--- config.mk ---
export PLATFORM = sky130hd
export DESIGN_NAME = request_encoder
export DESIGN_NICKNAME = d
export VERILOG_FILES = /design/src/rtl/request_encoder.sv
export SDC_FILE = /design/constraint.sdc
export NUM_CORES = 1
export LEC_CHECK = 0
export BUFFER_PORTS_ARGS = -buffer_cell sky130_fd_sc_hd__clkbuf_2
export CORE_AREA = 2 2 39 41
export DETAILED_ROUTE_END_ITERATION = 10
export DIE_AREA = 0 0 41 43
export GPL_TIMING_DRIVEN = 0
export MAX_ROUTING_LAYER = met4
export SYNTH_ARGS = -nofsm -noshare
export SYNTH_HDL_FRONTEND = slang
export SYNTH_SLANG_ARGS = --single-unit
--- constraint.sdc ---
create_clock -name clk -period 1 [get_ports clk]
set_clock_uncertainty 0.05 [all_clocks]
set_input_delay 0.05 -clock clk [delete_from_list [all_inputs] [get_ports clk]]
set_output_delay 0.05 -clock clk [all_outputs]
set_load 0.05 [all_outputs]
--- src/rtl/request_encoder.sv ---
// -----------------------------------------------------------------------------
// request_encoder
//
// Sequential N-to-log2(N) encoder, the inverse of the address decoder.
// Request pulses on the 'in' lines are collected into a pending register,
// one of them is chosen by an arbiter, and its index is presented on
// 'address' through a registered valid/ready output stage. The consumer
// feeds 'address' straight into a decoder or register-file select, so index
// i is encoded as plain binary i with address[0] as the LSB.
//
// Parameters
//   N   number of request lines (power of two, at least 2)
//   W   address width, equal to log2(N)
//   RR  arbitration mode: 0 = fixed priority (lowest index wins),
//                         1 = round-robin starting from a rotating pointer
//
// Ports
//   clk      in   rising-edge clock
//   reset    in   synchronous, active-high reset
//   enable   in   request capture enable; 'in' is ignored while low
//   in       in   N request lines, any number may be high in one cycle
//   valid    out  address holds an encoded request not yet accepted
//   address  out  W-bit encoded index of the granted request
//   ready    in   consumer accepts address when valid is also high
//   pending  out  requests captured but not yet granted
//   busy     out  combinational: any pending request or valid output
// -----------------------------------------------------------------------------
module request_encoder #(
    parameter int N  = 4,
    parameter int W  = 2,
    parameter bit RR = 1'b0
) (
    input  logic         clk,
    input  logic         reset,
    input  logic         enable,
    input  logic [N-1:0] in,
    output logic         valid,
    output logic [W-1:0] address,
    input  logic         ready,
    output logic [N-1:0] pending,
    output logic         busy
);

    // -------------------------------------------------------------------------
    // State registers and their next-state values
    // -------------------------------------------------------------------------
    logic [N-1:0] pending_q, pending_d;
    logic         valid_q,   valid_d;
    logic [W-1:0] address_q, address_d;
    logic [W-1:0] ptr_q,     ptr_d;

    // -------------------------------------------------------------------------
    // Combinational working signals
    // -------------------------------------------------------------------------
    logic [N-1:0] reqEff;
    logic [N-1:0] cand;
    logic         haveCand;
    logic         load;
    logic [W-1:0] fixedIdx;
    logic [W-1:0] rrIdx;
    logic [W-1:0] rrProbe;
    logic [W-1:0] grantIdx;
    logic [N-1:0] grantMask;

    // -------------------------------------------------------------------------
    // Capture and load qualification.
    // The candidate set merges what is already pending with this cycle's
    // requests, so a repeated request for a pending index collapses into a
    // single grant. The output stage may take a new value whenever it is
    // empty or its current value is being accepted this cycle.
    // -------------------------------------------------------------------------
    always_comb begin
        reqEff   = enable ? in : '0;
        cand     = pending_q | reqEff;
        haveCand = |cand;
        load     = !valid_q || ready;
    end

    // -------------------------------------------------------------------------
    // Fixed-priority pick: scanning from the top down and overwriting means
    // the last hit, i.e. the lowest set index, is the one that survives.
    // -------------------------------------------------------------------------
    always_comb begin
        fixedIdx = '0;
        for (int i = N - 1; i >= 0; i--) begin
            if (cand[i]) begin
                fixedIdx = W'(i);
            end
        end
    end

    // -------------------------------------------------------------------------
    // Round-robin pick: probe indices ptr, ptr+1, ... in W-bit arithmetic.
    // Because N is a power of two, the W-bit sum wraps from N-1 back to 0
    // without an explicit modulo. Scanning offsets from the far end down to
    // zero leaves the nearest set index at or above ptr as the winner.
    // -------------------------------------------------------------------------
    always_comb begin
        rrIdx   = ptr_q;
        rrProbe = '0;
        for (int k = N - 1; k >= 0; k--) begin
            rrProbe = ptr_q + W'(k);
            if (cand[rrProbe]) begin
                rrIdx = rrProbe;
            end
        end
    end

    // -------------------------------------------------------------------------
    // Grant selection and the one-hot mask used to retire the granted bit
    // from the pending set.
    // -------------------------------------------------------------------------
    always_comb begin
        grantIdx  = RR ? rrIdx : fixedIdx;
        grantMask = N'(1) << grantIdx;
    end

    // -------------------------------------------------------------------------
    // Next-state logic for the pending set, the output stage and the
    // round-robin pointer. Defaults hold everything; each branch only states
    // what changes.
    //
    // While stalled (valid high, ready low) the held address must stay
    // stable, but new requests still accumulate. A request for the very
    // index that is currently held goes back into pending and earns a second
    // grant later, since the held one has not been consumed yet.
    // -------------------------------------------------------------------------
    always_comb begin
        pending_d = pending_q;
        valid_d   = valid_q;
        address_d = address_q;
        ptr_d     = ptr_q;

        if (load) begin
            if (haveCand) begin
                address_d = grantIdx;
                valid_d   = 1'b1;
                pending_d = cand & ~grantMask;
                ptr_d     = grantIdx + W'(1);
            end else begin
                valid_d   = 1'b0;
                pending_d = '0;
            end
        end else begin
            pending_d = cand;
        end
    end

    // -------------------------------------------------------------------------
    // State register with synchronous reset. Reset discards any held address
    // without it ever being accepted, and the request lines are ignored on
    // that edge because the reset branch takes precedence over capture.
    // -------------------------------------------------------------------------
    always_ff @(posedge clk) begin
        if (reset) begin
            pending_q <= '0;
            valid_q   <= 1'b0;
            address_q <= '0;
            ptr_q     <= '0;
        end else begin
            pending_q <= pending_d;
            valid_q   <= valid_d;
            address_q <= address_d;
            ptr_q     <= ptr_d;
        end
    end

    // -------------------------------------------------------------------------
    // Outputs. busy is derived combinationally from state so a consumer can
    // tell whether anything is left to drain.
    // -------------------------------------------------------------------------
    always_comb begin
        valid   = valid_q;
        address = address_q;
        pending = pending_q;
        busy    = (|pending_q) | valid_q;
    end

endmodule

==> results of run 1 <==
logic make-up (layout without fill, tap and decap cells):
family                 Yosys count  count (layout)  share of synthesized area
AND/OR/NAND/NOR                 14              14                      0.257
AO/OA/AOI/OAI                   13              13                      0.309
flip-flops                       7               7                      0.423
buffers and inverters            1              21                     0.0113
per-layer routing:
metal  up-vias  routed length, um  GRT usage
met5         -                  0          -
met4         0                 36      0.120
li1        172                  -          -
met3         4                 49     0.0314
met1       157                355      0.135
met2        13                397      0.156
cells in the final DEF (no fill, tap or decap):
cell type and instances:
dfxtp_4 5, buf_4 1, nand2_2 1, clkbuf_4 6, nand4_1 1, a21oi_1 1
nand2b_1 2, a31oi_1 1, nor2b_4 1, a21o_1 1, clkbuf_2 8, a211oi_2 1
buf_2 3, a21oi_4 2, nor3_1 1, clkbuf_1 1, dfxtp_1 1, nor2_4 2
dfxtp_2 1, nand2_1 1, and3b_1 1, o311ai_2 1, nor2b_1 1, nor3_2 1
clkbuf_8 1, o21ai_2 1, nand3b_1 1, inv_1 1, nor3b_4 1, a21o_4 1
a21o_2 1, a21oi_2 2, o21ai_0 1
per-stage QoR:
stage | area [um2] | power [mW] | std cells
final | 566 | 0.864 | 71
after global placement | 474 | 0.563 | 66
after detailed placement | 474 | 0.564 | 66
after CTS | 547 | 0.863 | 71
after global routing | 566 | 0.913 | 71
after floorplan | 379 | 0.499 | 35
worst paths after layout:
path | endpoint | from | slack, ns | cells after the start
hold / removal | address[1] | reset | 0.05 | 2
setup reg to reg | valid | pending[1] | -0.08 | 3
hold reg to reg | address[1] | address[1] | 0.42 | 2
setup / recovery | busy | pending[1] | -0.09 | 3
cells in the mapped netlist:
cell,count,area [um2]
dfxtp_1,7,140
a21oi_1,4,20.0
a21o_2,2,17.5
nand2_1,2,7.51
nand2b_1,2,12.5
nor2_1,2,7.51
nor2b_1,2,12.5
nor3_1,2,10.0
a211oi_2,1,12.5
a21o_1,1,7.51
a21oi_2,1,8.76
a31oi_1,1,6.26
and3b_1,1,8.76
inv_1,1,3.75
nand3b_1,1,7.51
nand4_1,1,6.26
nor3b_2,1,12.5
o21ai_0,1,5.00
o21ai_2,1,8.76
o311ai_2,1,16.3
critical path, delay by kind of cell (launching register included):
kind,cells,cell delay [ns]
simple gates,2,0.19
flops,1,0.36
buf+inv,1,0.18
sequential cells by signal, summed over array words and instances, names as in the netlist:
name / count
pending: 4
address: 2
valid: 1
layout make-up:
cell class	instances	area, um2
sequential	7	160
timing repair buffer	16	98.8
fill	140	818
tap	16	20.0
multi-input combinational	27	256
clock buffer	4	26.3
inverter	1	3.75
repair_timing:
action | in CTS | in global routing
endpoints found under the setup margin | 5 | 10
pin swaps | 5 | 2
gates resized for setup | 10 | 8
setup buffers | 1 | 0
power breakdown:
group          total, mW  leakage, nW  internal [mW]  switching [mW]
Sequential         0.313       0.0613          0.295          0.0178
Combinational      0.284        0.163          0.107           0.177
Clock              0.268       0.0150          0.153           0.115
Total              0.864        0.239          0.555           0.309
==> metrics.yaml, run 1 <==
final_layout:
  diodes: 0
  final_nets: 64
  drive_gt1_frac: 0.727
  fin_util: 0.409
  area_growth_pct: 70.6
clocking:
  hold_buffers: 0
  cts_root_buf: "clkbuf_4"
  cts_inserted_buffers: 3
  htree_levels: 1
  insertion_delay_ns: 0.26
  tritoncts: "yes"
  clock-sinks: 7
  clockBufferDepth: 2
  path_clk_slew_ns: 0.06
place:
  dp_worst_setup_slack_ns: -0.0406
  dp_hpwl_um: 642
  portBuffers: 15
  place_congestion: 0.658
hold_path:
  hold_path_class: "in2reg"
power_and_ir_drop:
  powerDensity_nw_per_um2: 1530
  ir_drop_mv: 0.624
  p_leak_nw: 0.239
floorplan:
  start_util: 0.240
  rows: 14
  die_x_um: 41
  coreArea_um2: 1380
  dieArea_um2: 1760
  fp.dieH_um: 43
  io-pin-count: 16
synthesis:
  synth-seq-cells: 7
  syn_nets: 43
  syn_area_um2: 332
  yosysWarnings: 0
  synthCells: 35
  yosysUniqueCellTypes: 20
  yosysSeqAreaShare: 0.423
  synth_area_per_cell_um2: 9.47
setup_path:
  critPathKind: "reg2out"
  critPathMaxStageDelay_ns: 0.36
  arrival_ns: 0.99
  crit_required_ns: 0.90
  endpoint_kind: "output port"
  critical_path.startpoint_type: "flop"
  critPathSlowestCell: "dfxtp_4"
  crit_chain: "nor2_4 -> nand3b_1 -> clkbuf_8"
  worstPathMaxFanout: 3
grt:
  gr-total-overflow: 0
  first_global_vias: 339
  grt_pass1_wl_um: 1320
  grt_max_degree: 9
  grt_use_total: 0.119
  antenna_found_initial: 0
sta:
  max_slew_margin: 0.818
  period_needed_ns: 1.09
  layout_setup_ws_ns: -0.0863
  drv_slew: 0
  worst_pin_slew_ns: 0.273
  period_share: 1.09
  hold_viol: 0
  rsz0062_at_grt: "true"
  fmaxAchievable_ghz: 0.921
  timing.hold.ws_ns: 0.0452
  setup_tns_ns: -0.233
  setup_viol: 4
routing:
  first_pass_iters: 2
  viasPerCell: 4.87
  wl_per_cell_um: 11.8
  drtIter0Drc: 1
  via_count: 346
  drt-total-wl_um: 839
  drt_drc_violations_left: 0
  postRouteAntennaNets: 0
job:
  drv_cap: 0
outcome:
  failed_checks: "negative setup slack"
  run_status: "finished, violations left"
Note: power is estimated with default switching activity, not from simulation.
==> run 2: changes to the inputs <==
==> constraint.sdc (replaced) <==
create_clock -name clk -period 1 [get_ports clk]
set_clock_uncertainty 0.05 [all_clocks]
set_input_delay 0.2 -clock clk [delete_from_list [all_inputs] [get_ports clk]]
set_output_delay 0.2 -clock clk [all_outputs]
set_load 0.05 [all_outputs]
==> metrics.yaml, run 2 (same netlist as run 1, synthesis figures left out) <==
place:
  portBuffers: 15  # unchanged
  place_congestion: 0.650  # was 0.658
  dp_hpwl_um: 620  # was 642 um
routing:
  viasPerCell: 4.84  # was 4.87
  first_pass_iters: 3  # was 2
  wl_per_cell_um: 13.9  # was 11.8 um
  postRouteAntennaNets: 0  # unchanged
  drt_drc_violations_left: 0  # unchanged
  drtIter0Drc: 2  # was 1
  drt-total-wl_um: 1060  # was 839 um
  via_count: 368  # was 346
grt:
  grt_max_degree: 9  # unchanged
  first_global_vias: 389  # was 339
  grt_use_total: 0.145  # was 0.119
  grt_pass1_wl_um: 1610  # was 1320 um
  antenna_found_initial: 0  # unchanged
  gr-total-overflow: 0  # unchanged
hold_path:
  min_to: "address[1]"  # unchanged
  hold_start: "reset"  # unchanged
  hold_path_class: "in2reg"  # unchanged
  min_path_cells: 2  # unchanged
clocking:
  htree_levels: 1  # unchanged
  cts_root_buf: "clkbuf_4"  # unchanged
  path_clk_slew_ns: 0.06  # about the same
  clockBufferDepth: 2  # unchanged
  insertion_delay_ns: 0.26  # about the same
  clock-sinks: 7  # unchanged
  tritoncts: "yes"  # unchanged
  cts_inserted_buffers: 3  # unchanged
  hold_buffers: 0  # unchanged
floorplan:
  fp.dieH_um: 43  # unchanged
  die_x_um: 41  # unchanged
  io-pin-count: 16  # unchanged
  rows: 14  # unchanged
  dieArea_um2: 1760  # unchanged
  coreArea_um2: 1380  # unchanged
  start_util: 0.240  # unchanged
final_layout:
  nFillCells: 112  # was 140
  drive_gt1_frac: 0.767  # was 0.727
  final_cell_mix: "clkbuf_2 (7), clkbuf_16 (5), dfxtp_4 (5)"  # was clkbuf_2 (8), clkbuf_4 (6), dfxtp_4 (5)
  fin_util: 0.539  # was 0.409
  area_growth_pct: 125  # was 70.6%
  multi_input_area_um2: 270  # was 256 um2
  final_nets: 69  # was 64
  final_common_cell: "clkbuf_2"  # unchanged
  ff_latch_area_um2: 161  # was 160 um2
  largest_register_ffs: 4  # unchanged
  diodes: 0  # unchanged
sta:
  hold_viol: 0  # unchanged
  period_share: 1.26  # was 1.09
  layout_setup_ws_ns: -0.264  # was -0.0863 ns
  setup_tns_ns: -1.45  # was -0.233 ns
  fmaxAchievable_ghz: 0.791  # was 0.921 GHz
  setup_viol: 11  # was 4
  period_needed_ns: 1.26  # was 1.09 ns
  drv_slew: 0  # unchanged
  max_slew_margin: 0.849  # was 0.818
  rsz0062_at_grt: "true"  # unchanged
  worst_pin_slew_ns: 0.224  # was 0.273 ns
setup_path:
  r2r-end: "valid"  # unchanged
  critical_path.startpoint_type: "flop"  # unchanged
  worstPathMaxFanout: 3  # unchanged
  ff2ff_path_depth: 4  # was 3
  endpoint_kind: "output port"  # unchanged
  critPathKind: "reg2out"  # unchanged
  rr_startpoint: "pending[1]"  # unchanged
  rrSetupSlack_ns: -0.18  # was -0.08 ns
  arrival_ns: 1.01  # was 0.99 ns
  crit_required_ns: 0.75  # was 0.90 ns
  cp-startpoint: "pending[0]"  # was pending[1]
job:
  drv_cap: 0  # unchanged
power_and_ir_drop:
  powerDensity_nw_per_um2: 1310  # was 1530 nW/um2
  ir_drop_mv: 0.612  # was 0.624 mV
  p_leak_nw: 0.308  # was 0.239 nW
outcome:
  run_status: "finished, violations left"  # unchanged
  failed_checks: "negative setup slack"  # unchanged
==> run 2: how the worst max path moves through the flow <==
stage / slack (ns) / endpoint
finish: -0.26 / busy
global route: -0.30 / busy
CTS: -0.24 / busy
detailed placement: -0.09 / valid
global placement: -0.09 / valid
floorplan: -0.18 / busy
==> run 2: metal layers <==
metal | share of wire | routed length [um] | global-route usage | vias to the layer above
li1 | - | - | - | 179
met1 | 0.38 | 399 | 0.135 | 178
met2 | 0.57 | 605 | 0.234 | 9
met3 | 0.028 | 30 | 0.0314 | 2
met4 | 0.018 | 19 | 0.120 | 0
met5 | 0 | 0 | - | -
==> run 2: per-stage QoR <==
| step | worst slack (ns) | cells | total power, mW | area, um2 | hold WS (ns) |
|---|---|---|---|---|---|
| after floorplan | -0.179 | 35 | 0.501 | 383 | 0.207 |
| after global placement | -0.0890 | 66 | 0.564 | 478 | 0.410 |
| after detailed placement | -0.0914 | 66 | 0.565 | 478 | 0.414 |
| after CTS | -0.240 | 74 | 0.929 | 687 | 0.172 |
| after global routing | -0.301 | 76 | 1.02 | 746 | 0.204 |
| final | -0.264 | 76 | 0.980 | 746 | 0.189 |
==> run 2: cell type report <==
| type | count | share of cell area |
|---|---|---|
| multi-input cells | 27 | 0.362 |
| repair buffers | 21 | 0.354 |
| well taps | 16 | 0.0268 |
| inverters | 1 | 0.00503 |
| clock buffers | 4 | 0.0352 |
| flip-flops and latches | 7 | 0.216 |
==> run 2: timing repair <==
| item | CTS | global route |
|---|---|---|
| buffers inserted | 4 | 2 |
| gates resized for setup | 27 | 10 |
| hold endpoints to repair | 0 | 0 |
| setup endpoints to repair | 12 | 14 |
| pin swaps | 4 | 1 |
==> run 2: where the power goes <==
group / internal, mW / total, mW / switching [mW] / leakage [nW]
sequential: 0.296 / 0.315 / 0.0194 / 0.0617
clock: 0.154 / 0.277 / 0.124 / 0.0150
combinational: 0.189 / 0.388 / 0.199 / 0.231
total: 0.638 / 0.980 / 0.342 / 0.308
==> run 2: critical path, cell delays in order, from the launching register on <==
cell and delay (ns):
dfxtp_4 0.37, nor2_4 0.10, nand3b_1 0.10, clkbuf_8 0.19
